File: config.mk
export PLATFORM = sky130hd
export DESIGN_NAME = mul_sequencer
export DESIGN_NICKNAME = d
export VERILOG_FILES = /design/src/rtl/mul_sequencer.sv
export SDC_FILE = /design/constraint.sdc
export NUM_CORES = 1
export LEC_CHECK = 0
export CORE_ASPECT_RATIO = 2
export CORE_UTILIZATION = 30
export DETAILED_ROUTE_END_ITERATION = 10
export SYNTH_ARGS = -nofsm -noshare
export SYNTH_HDL_FRONTEND = slang
export SYNTH_SLANG_ARGS = --single-unit
File: constraint.sdc
create_clock -name clk -period 3.41 [get_ports clk]
set_clock_uncertainty 0.2 [all_clocks]
set_input_delay 0.682 -clock clk [delete_from_list [all_inputs] [get_ports clk]]
set_output_delay 0.682 -clock clk [all_outputs]
set_load 0.03 [all_outputs]
File: src/rtl/mul_sequencer.sv
// mul_sequencer: sits between the execute stage and the iterative 16x16 MAC
// multiplier. Runs one multiply-class request at a time, holds its operands
// stable at the multiplier, stalls the pipeline until the result is ready,
// and keeps a one-entry result cache so that an identical repeated request
// completes in its own cycle.
//
// Handshake: the execute stage raises req_i with op_i/rs1_i/rs2_i and keeps
// all of them steady while stall_o is high. ready_o pulses for exactly one
// cycle per delivered request, with result_o valid in that cycle only.
// stall_o and ready_o are never high together. flush_i withdraws the request
// in flight: the multiplier still finishes (it cannot abort), but nothing is
// delivered and the cache is left untouched.

package mul_sequencer_pkg;

    typedef enum logic [2:0] {
        NOP    = 3'd0,
        MUL    = 3'd1,
        MULH   = 3'd2,
        MULHSU = 3'd3,
        MULHU  = 3'd4
    } iType_e;

    typedef enum logic [1:0] {
        IDLE  = 2'd0,
        BUSY  = 2'd1,
        DRAIN = 2'd2
    } seq_state_e;

endpackage

module mul_sequencer
    import mul_sequencer_pkg::*;
#(
    parameter bit CACHE_EN = 1'b1
) (
    input  logic        clk,
    input  logic        reset_n,
    input  logic        req_i,
    input  iType_e      op_i,
    input  logic [31:0] rs1_i,
    input  logic [31:0] rs2_i,
    input  logic        flush_i,
    output logic        stall_o,
    output logic        ready_o,
    output logic [31:0] result_o,
    output logic [31:0] mul_first_operand_o,
    output logic [31:0] mul_second_operand_o,
    output iType_e      mul_operation_o,
    input  logic        mul_hold_i,
    input  logic [31:0] mul_result_i,
    output seq_state_e  state_o
);

    seq_state_e  state_q, state_d;

    iType_e      op_q;
    logic [31:0] rs1_q, rs2_q;

    logic        cache_valid_q;
    iType_e      cache_op_q;
    logic [31:0] cache_rs1_q, cache_rs2_q, cache_result_q;

    logic        cache_hit;
    logic        capture;
    logic        cache_load;

    assign state_o = state_q;

    // A hit needs the whole request to match the last delivered one.
    assign cache_hit = (CACHE_EN != 1'b0) && cache_valid_q
                    && (op_i == cache_op_q)
                    && (rs1_i == cache_rs1_q)
                    && (rs2_i == cache_rs2_q);

    // State register.
    always_ff @(posedge clk or negedge reset_n) begin
        if (!reset_n) begin
            state_q <= IDLE;
        end else begin
            state_q <= state_d;
        end
    end

    // Next state and all outputs. The accept cycle drives the multiplier
    // straight from the inputs so it starts without a bubble; afterwards
    // only the latched registers reach it.
    always_comb begin
        state_d              = state_q;
        stall_o              = 1'b0;
        ready_o              = 1'b0;
        result_o             = 32'd0;
        mul_operation_o      = NOP;
        mul_first_operand_o  = 32'd0;
        mul_second_operand_o = 32'd0;
        capture              = 1'b0;
        cache_load           = 1'b0;

        case (state_q)
            IDLE: begin
                if (req_i) begin
                    if (cache_hit) begin
                        // A flushed hit is simply dropped.
                        if (!flush_i) begin
                            ready_o  = 1'b1;
                            result_o = cache_result_q;
                        end
                    end else begin
                        mul_operation_o      = op_i;
                        mul_first_operand_o  = rs1_i;
                        mul_second_operand_o = rs2_i;
                        capture              = 1'b1;
                        stall_o              = 1'b1;
                        state_d              = flush_i ? DRAIN : BUSY;
                    end
                end
            end

            BUSY: begin
                mul_operation_o      = op_q;
                mul_first_operand_o  = rs1_q;
                mul_second_operand_o = rs2_q;
                if (mul_hold_i) begin
                    stall_o = 1'b1;
                    if (flush_i) begin
                        state_d = DRAIN;
                    end
                end else begin
                    // Final multiplier step: deliver unless flushed now.
                    state_d = IDLE;
                    if (!flush_i) begin
                        ready_o    = 1'b1;
                        result_o   = mul_result_i;
                        cache_load = 1'b1;
                    end
                end
            end

            DRAIN: begin
                mul_operation_o      = op_q;
                mul_first_operand_o  = rs1_q;
                mul_second_operand_o = rs2_q;
                stall_o              = req_i;
                if (!mul_hold_i) begin
                    state_d = IDLE;
                end
            end

            default: begin
                state_d = IDLE;
            end
        endcase
    end

    // Operand registers, loaded only in the accept cycle.
    always_ff @(posedge clk or negedge reset_n) begin
        if (!reset_n) begin
            op_q  <= NOP;
            rs1_q <= 32'd0;
            rs2_q <= 32'd0;
        end else if (capture) begin
            op_q  <= op_i;
            rs1_q <= rs1_i;
            rs2_q <= rs2_i;
        end
    end

    // One-entry result cache; survives flushes, cleared only by reset.
    always_ff @(posedge clk or negedge reset_n) begin
        if (!reset_n) begin
            cache_valid_q  <= 1'b0;
            cache_op_q     <= NOP;
            cache_rs1_q    <= 32'd0;
            cache_rs2_q    <= 32'd0;
            cache_result_q <= 32'd0;
        end else if (cache_load) begin
            cache_valid_q  <= 1'b1;
            cache_op_q     <= op_q;
            cache_rs1_q    <= rs1_q;
            cache_rs2_q    <= rs2_q;
            cache_result_q <= mul_result_i;
        end
    end

endmodule
After elaboration in Yosys (flattened, before gate mapping)
Index checks and enable logic that the tools add are counted.

storage, ports and cells
  bits in registers = 169
  input port bits = 104
  output and inout port bits = 103
  logic and storage cells = 57

operators by class
  equality and inequality tests = 9
  multiplexer cells = 33
  reductions and logical operators = 6

operators by type and width
  kind                  count
  $mux W32              9
  $pmux W32 S2          3
  $eq A32 B32 Y1        2
  $mux W2               6
  $mux W1               9
  $mux W3               2
  $ne A2 B2 Y1 const B  3
  $pmux W2 S3           1
  $pmux W3 S2           1
  $reduce_and A4 Y1     1
  $eq A3 B3 Y1          1
  $logic_and A1 B1 Y1   3
  $ne A3 B3 Y1 const B  1
  $pmux W1 S3           1
  $eq A2 B1 Y1 const B  1
  $eq A2 B2 Y1 const B  1
  $logic_not A2 Y1      1
  $pmux W1 S2           1
  $reduce_or A2 Y1      1

Logic depth before layout (Yosys ltp)
Gate-level depths: netlist (run 1).

  depth in word-level cells = 7
  depth in mapped cells = 8
  gate-level depth less buffers = 8

Worst setup path before layout (run 1)
No wires, ideal clock.

  path kind = input-to-output
  start point = input rs1_i[27]
  end point = output result_o[12]
  data arrival time = 2446 ps
  required time = 2528 ps
  setup slack = 82 ps
  cell stages on the path = 8
  path buffers = 2
  cells stage by stage = nor2b_1 -> a2111o_1 -> nor4_2 -> and4_1 -> and2_1 -> buf_2 -> buf_2 -> a32o_1

between the ends
  longest elaborated chain between the ends = 6

RTL lines
  item                 RTL line  source
  start: declaration   41        input logic [31:0] rs1_i,
  $eq A32 B32 Y1       73        && (rs1_i == cache_rs1_q)
  $logic_and A1 B1 Y1  73
  $logic_and A1 B1 Y1  74        && (rs2_i == cache_rs2_q);
  $mux W32             102       if (cache_hit) begin
  $mux W32             101       if (req_i) begin
  $pmux W32 S2         99        case (state_q)
  end: declaration     46        output logic [31:0] result_o,

Every way passes these cells.

Final worst setup path (run 1)
  start point = input rs1_i[3]
  end point = output mul_operation_o[0]

between the ends
  longest elaborated chain between the ends = 6

RTL lines
  item                 RTL line  source
  $eq A32 B32 Y1       73
  $logic_and A1 B1 Y1  73
  $logic_and A1 B1 Y1  74
  $mux W3              102
  $mux W3              101
  $pmux W3 S2          99
  end: declaration     49        output iType_e mul_operation_o,

Every way passes these cells.

==> results of run 1 <==
[sequential cells by signal, indices dropped and copies added (netlist names)]
register / flops
cache_op_q: 3
cache_rs2_q: 32
state_o: 2
rs1_q: 32
cache_valid_q: 1
op_q: 3
rs2_q: 32
cache_rs1_q: 32
cache_result_q: 32
[final timing paths]
kind                       slack, ps                              to  depth (start not counted)                      startpoint
max                             -230              mul_operation_o[0]                         12                        rs1_i[3]
min reg2reg                      310  cache_result_q[28]$_DFFE_PN0P_                          1  cache_result_q[28]$_DFFE_PN0P_
min in group clk                 310  cache_result_q[28]$_DFFE_PN0P_                          1  cache_result_q[28]$_DFFE_PN0P_
max reg2reg                      470            rs1_q[5]$_DFFE_PN0P_                          9      cache_rs1_q[7]$_DFFE_PN0P_
min                               20   cache_result_q[3]$_DFFE_PN0P_                          1                         reset_n
max in group asynchronous       2120  cache_result_q[30]$_DFFE_PN0P_                          2                         reset_n
[cell type report]
type                            instances  area (um^2)  share of cell area [%]
Tap cell                              352          440                    3.34
Inverter                               10         37.5                   0.284
Clock inverter                         12          195                    1.48
Sequential cell                       169         4230                    32.0
Timing Repair Buffer                  312         3450                    26.2
Multi-Input combinational cell        414         4370                    33.1
Clock buffer                           20          467                    3.54
[power breakdown]
part / total [W] / internal [W] / switching, W
logic: 0.00817 / 0.00436 / 0.00381
clock network: 0.00217 / 0.00135 / 0.000819
registers: 0.00382 / 0.00301 / 0.000805
[logic make-up after synthesis]
logic type / synth area share, %
muxes: 21.9
AOI/OAI and AO/OA: 13.0
xor gates and xnor gates: 5.78
and+or+nand+nor: 5.00
buffers and inverters: 2.96
adders and majority gates: 0.601
DFF: 50.7
[worst reg2reg max path, delay by kind of cell, from the launching register on]
kind            cells  cell delay [ps]
compound gates      2              600
simple gates        3              500
mux                 1              430
buf+inv             3              720
flops               1              380
[metal layers]
layer | up-vias | global-route usage, % | part of all wire, %
li1 | 2985 | - | -
met1 | 3298 | 18.7 | 34
met2 | 193 | 37.1 | 58
met3 | 51 | 3.53 | 3.4
met5 | - | 0 | 0
met4 | 0 | 11.3 | 4.3
[cells in the mapped netlist (all sizes together) (4+ instances only)]
cell type,instances
buf,15
nand2b,17
inv,10
dfrtp,169
a22o,67
xnor2,55
ha,4
nand2,11
nand4,19
nor2b,6
mux2,162
a32o,32
clkbuf,28
o21ai,6
nor4,6
o2111ai,6
[what timing repair did]
action,4_1_cts,5_1_grt
setup buffers,12,7
cloned,4,5
pin swaps,44,62
endpoints found under the setup margin,135,168
resized for setup,212,88
[per-stage QoR]
stage,hold WS (ps),std cells
after floorplan,186,636
after global placement,286,1237
after detailed placement,296,1237
after CTS,38.0,1283
after global routing,56.6,1289
final,22.5,1289
==> reports/qor.csv, run 1 <==
stage,metric,value,unit
outcome,status,"finished, violations left",
outcome,violated checks,"design-rule violations, negative setup slack",
yosys,Post-synth EDFFs,0,
route,via count,6527,
sta,max frequency,0.275,GHz
setup_path,Worst Setup End Kind,primary output,
setup_path,worst path required time,2530,ps
power,static leakage,5.91,nW
power,pwr dens,1070,nW/um^2
power,Max IR drop VDD,721,uV
final_layout,layout cells sized above 1,52.0,%
yosys,post-synth top area share,50.7,%
yosys,"Async S/R FF share, synth",100,%
route,Via density,5.06,
final_layout,"commonest non-fill, non-tap cell in the layout",dfrtp_1,
final_layout,most frequent cells in the layout,"169 x dfrtp_1, 143 x mux2_2, 85 x buf_4, 76 x buf_6, 49 x a22o_1",
yosys,Mapped Area,8330,um^2
final_layout,"Core Util, Final",48.1,%
route,Routed wire per std cell,21.1,um
yosys,"top cells by area, synth","dfrtp_1 51%, mux2_2 19%, a22o_1 7.0%",
place,Detailed Place HPWL,19200,um
grt,GRT Residual Overflow,0,
floorplanning,Die Ht,238,um
floorplanning,die area,28500,um^2
worst_hold_path,Hold WC Path Type,primary input to asynchronous set/reset pin,
sta,Slew Limit Headroom,57.8,%
sta,final worst path period share,107,%
route,antenna-violating nets left,0,
place,I/O Buffers,206,
setup_path,Crit path arrival time,2760,ps
floorplanning,initial core utilization,30.4,%
floorplanning,Core Area,27400,um^2
grt,initial antenna violation count,1,
setup_path,Crit Path Category,primary input to primary output,
place,Place WS,-841,ps
yosys,top_reg_cell synth,dfrtp_1,
sta,Final Slew Violations,0,
yosys,Seq cells post-synth,169,
grt,largest net degree at the start of global routing,64,
power,Tot Pwr,0.0142,W
yosys,Post-Syn Nets,744,
grt,GRT Util Overall,19.3,%
clock_tree,clock buffer depth,2,
clock_tree,"Reg clk slew, reported paths",60,ps
sta,Worst Max-Slew Pin Slew,633,ps
grt,vias in the first global route,6893,
yosys,register area share after synthesis,50.7,%
setup_path,crit-path max FO,8,
route,Initial DRT Pass Iterations,7,
clock_tree,CTS sink count,169,
yosys,synthesized area per cell,13.1,um^2
setup_path,Startpoint Class,primary input,
setup_path,Worst path max stage delay,250,ps
sta,Final Hold Vio Count,0,
final_layout,Area Growth Syn to Fin,58.3,%
sta,min Tclk post-route,3640,ps
place,gpl congestion,0.813,
yosys,yosys warns,0,
sta,RSZ-0062 raised after global routing,true,
setup_path,crit-path leading delay family,buffers and inverters,
clock_tree,clk root buf,clkbuf_16,
final_layout,fill cell count,2456,
setup_path,most frequent CP cell,buf_6,
route,total routed wirelength,27200,um
setup_path,CP Buf/Inv Count,6,
setup_path,"critical path, cell by cell","clkdlybuf4s15_1, xnor2_1, buf_4, nand4_1, nor2_2, and4_1, buf_6, a211oi_4, buf_6, buf_12, a22o_1, buf_6",
sta,PnR worst setup slack,-227,ps
final_layout,# diodes,0,
grt,first-pass GRT wire length,40300,um
yosys,synth unique cells,37,
sta,setup_tns,-17270,ps
route,drt initial violations,219,
route,DRC Markers,2,
clock_tree,Clock Latency Late Sink,450,ps
floorplanning,row count,86,
clock_tree,CTS Buf Count,17,
final_layout,NumNets Final,1032,
place,placed inst area,11500,um^2
setup_path,Worst path slowest cell,clkdlybuf4s15_1,
run,Max-Cap Viols,0,
yosys,Post-Synthesis Cells,636,
clock_tree,CTS tree,done,
sta,Setup Viol. Count Final,100,
floorplanning,die width,120,um
clock_tree,cts hold-fix bufs,0,
floorplanning,I/O pin count,207,
final_layout,post-layout instance area,13200,um^2
clock_tree,CTS H-tree lvls,4,
yosys,post-synth top area cell,dfrtp_1,
No activity file was read; power rests on OpenSTA's default activity.
==> run 2: changes to the inputs <==
SKIP_LAST_GASP = 1   (was not set)
==> run 2 against run 1 <==
  * The flow still finishes with violations (design-rule violations, negative setup slack)
  * Non-clock buffer count is the same
  * Clock power about the same
  * Register-to-register slack hardly changed
  * Worst setup slack better by 1.9 ps
  * Critical endpoint unchanged
==> reports/qor.csv, run 2 (synthesized netlist as in run 1, its figures left out) <==
stage,metric,value,unit
outcome,status,"finished, violations left",
outcome,violated checks,"design-rule violations, negative setup slack",
worst_hold_path,Hold WC Path Type,primary input to asynchronous set/reset pin,
clock_tree,"Reg clk slew, reported paths",60,ps
floorplanning,die width,120,um
route,antenna-violating nets left,0,
floorplanning,I/O pin count,207,
final_layout,# diodes,0,
route,Via density,5.06,
sta,max frequency,0.275,GHz
power,Pint,0.00872,W
place,Detailed Place HPWL,19200,um
place,gpl congestion,0.813,
floorplanning,Core Area,27400,um^2
power,pwr dens,1070,nW/um^2
place,placed inst area,11500,um^2
sta,min Tclk post-route,3640,ps
final_layout,layout cells sized above 1,51.3,%
clock_tree,cts hold-fix bufs,0,
route,drt initial violations,261,
sta,Final Slew Violations,0,
clock_tree,clock buffer depth,2,
sta,setup_tns,-16860,ps
sta,Setup Viol. Count Final,100,
place,I/O Buffers,206,
clock_tree,CTS H-tree lvls,4,
setup_path,Worst Setup End Kind,primary output,
setup_path,Worst path max stage delay,250,ps
clock_tree,CTS Buf Count,17,
route,total routed wirelength,27300,um
clock_tree,Clock Latency Late Sink,460,ps
final_layout,post-layout instance area,13200,um^2
power,Comb power frac,57.7,%
route,via count,6523,
clock_tree,CTS sink count,169,
floorplanning,initial core utilization,30.4,%
power,Psw,0.00544,W
setup_path,worst path required time,2530,ps
grt,largest net degree at the start of global routing,64,
grt,GRT Residual Overflow,0,
setup_path,crit-path leading delay family,buffers and inverters,
setup_path,"critical path, cell by cell","clkdlybuf4s15_1, xnor2_1, buf_4, nand4_1, nor2_2, and4_1, buf_6, a211oi_4, buf_6, buf_12, a22o_1, buf_6",
setup_path,CP Buf/Inv Count,6,
floorplanning,Die Ht,238,um
final_layout,"Core Util, Final",48.0,%
final_layout,NumNets Final,1032,
final_layout,fill cell count,2452,
grt,first-pass GRT wire length,40200,um
sta,PnR worst setup slack,-226,ps
sta,RSZ-0062 raised after global routing,true,
power,Max IR drop VDD,721,uV
setup_path,Worst path slowest cell,a211oi_4,
final_layout,Area Growth Syn to Fin,58.2,%
sta,Slew Limit Headroom,57.6,%
power,clock share of power,15.4,%
sta,Final Hold Vio Count,0,
final_layout,most frequent cells in the layout,"168 x dfrtp_1, 143 x mux2_2, 85 x buf_4, 76 x buf_6, 49 x a22o_1",
route,DRC Markers,2,
setup_path,crit-path max FO,8,
grt,GRT Util Overall,19.3,%
sta,Worst Max-Slew Pin Slew,636,ps
grt,vias in the first global route,6885,
power,Sw Share,38.4,%
clock_tree,clk root buf,clkbuf_16,
sta,final worst path period share,107,%
route,Initial DRT Pass Iterations,7,
final_layout,"commonest non-fill, non-tap cell in the layout",dfrtp_1,
power,Tot Pwr,0.0142,W
setup_path,Startpoint Class,primary input,
setup_path,most frequent CP cell,buf_6,
power,Reg power frac,26.9,%
sta,Hold Slack,11.0,ps
run,Max-Cap Viols,0,
power,static leakage,5.88,nW
route,Routed wire per std cell,21.2,um
setup_path,Crit Path Category,primary input to primary output,
grt,initial antenna violation count,1,
floorplanning,die area,28500,um^2
clock_tree,CTS tree,done,
floorplanning,row count,86,
setup_path,Crit path arrival time,2750,ps
[run 2: cell count changes in the layout (fill, tap and decap cells not counted), sizes merged]
cell / previous run / this run
clkdlybuf4s50: 38 / 37
dlymetal6s2s: 10 / 11
[run 2: timing repair]
item / in CTS / in global routing
resized for setup: 207 / 83
endpoints found under the setup margin: 135 / 168
gates cloned: 4 / 5
buffers inserted: 12 / 7
pin swaps: 44 / 61
[run 2: metrics by stage]
step | worst slack [ps] | std cells
finish | -226 | 1289
global route | -334 | 1289
CTS | -321 | 1283
detailed placement | -841 | 1237
global placement | -820 | 1237
floorplan | 82.3 | 636
[run 2: area by class of cell]
class / count / area [um^2] / area share [%]
multi-input cells: 414 / 4360 / 33.1
clock inverters: 12 / 195 / 1.48
flip-flops and latches: 169 / 4230 / 32.1
inverters: 10 / 37.5 / 0.285
well taps: 352 / 440 / 3.34
clock buffers: 20 / 467 / 3.54
repair buffers: 312 / 3450 / 26.2
[run 2: path summary, 6_finish.rpt]
path / startpoint / endpoint / slack, ps / cells past startpoint
setup / recovery: rs1_i[3] / mul_operation_o[0] / -230 / 12
hold / removal: reset_n / cache_result_q[3]$_DFFE_PN0P_ / 10 / 1
setup reg to reg: cache_rs1_q[7]$_DFFE_PN0P_ / rs1_q[5]$_DFFE_PN0P_ / 460 / 9
hold reg to reg: cache_result_q[16]$_DFFE_PN0P_ / cache_result_q[16]$_DFFE_PN0P_ / 310 / 1
max in group asynchronous: reset_n / cache_result_q[30]$_DFFE_PN0P_ / 2110 / 2
min in group clk: cache_result_q[16]$_DFFE_PN0P_ / cache_result_q[16]$_DFFE_PN0P_ / 310 / 1
[run 2: power groups by stage]
stage	logic, W	clock network, W	registers [W]
floorplan	0.00418	0	0.00354
finish	0.00817	0.00218	0.00381
global placement	0.00730	0	0.00372
detailed placement	0.00736	0	0.00376
global route	0.00857	0.00232	0.00396
CTS	0.00821	0.00224	0.00379
[run 2: per-layer routing]
| metal | track usage, % | vias up | part of all wire [%] |
|---|---|---|---|
| li1 | - | 2977 | - |
| met1 | 18.7 | 3289 | 34 |
| met2 | 37.1 | 203 | 58 |
| met3 | 3.62 | 54 | 3.5 |
| met4 | 10.8 | 0 | 4.7 |
| met5 | 0 | - | 0 |
==> run 3: changes to the inputs <==
CAP_MARGIN = 15   (was not set)
==> results of run 3 <==
The final DEF is identical to that of run 2; final timing and power are the same.
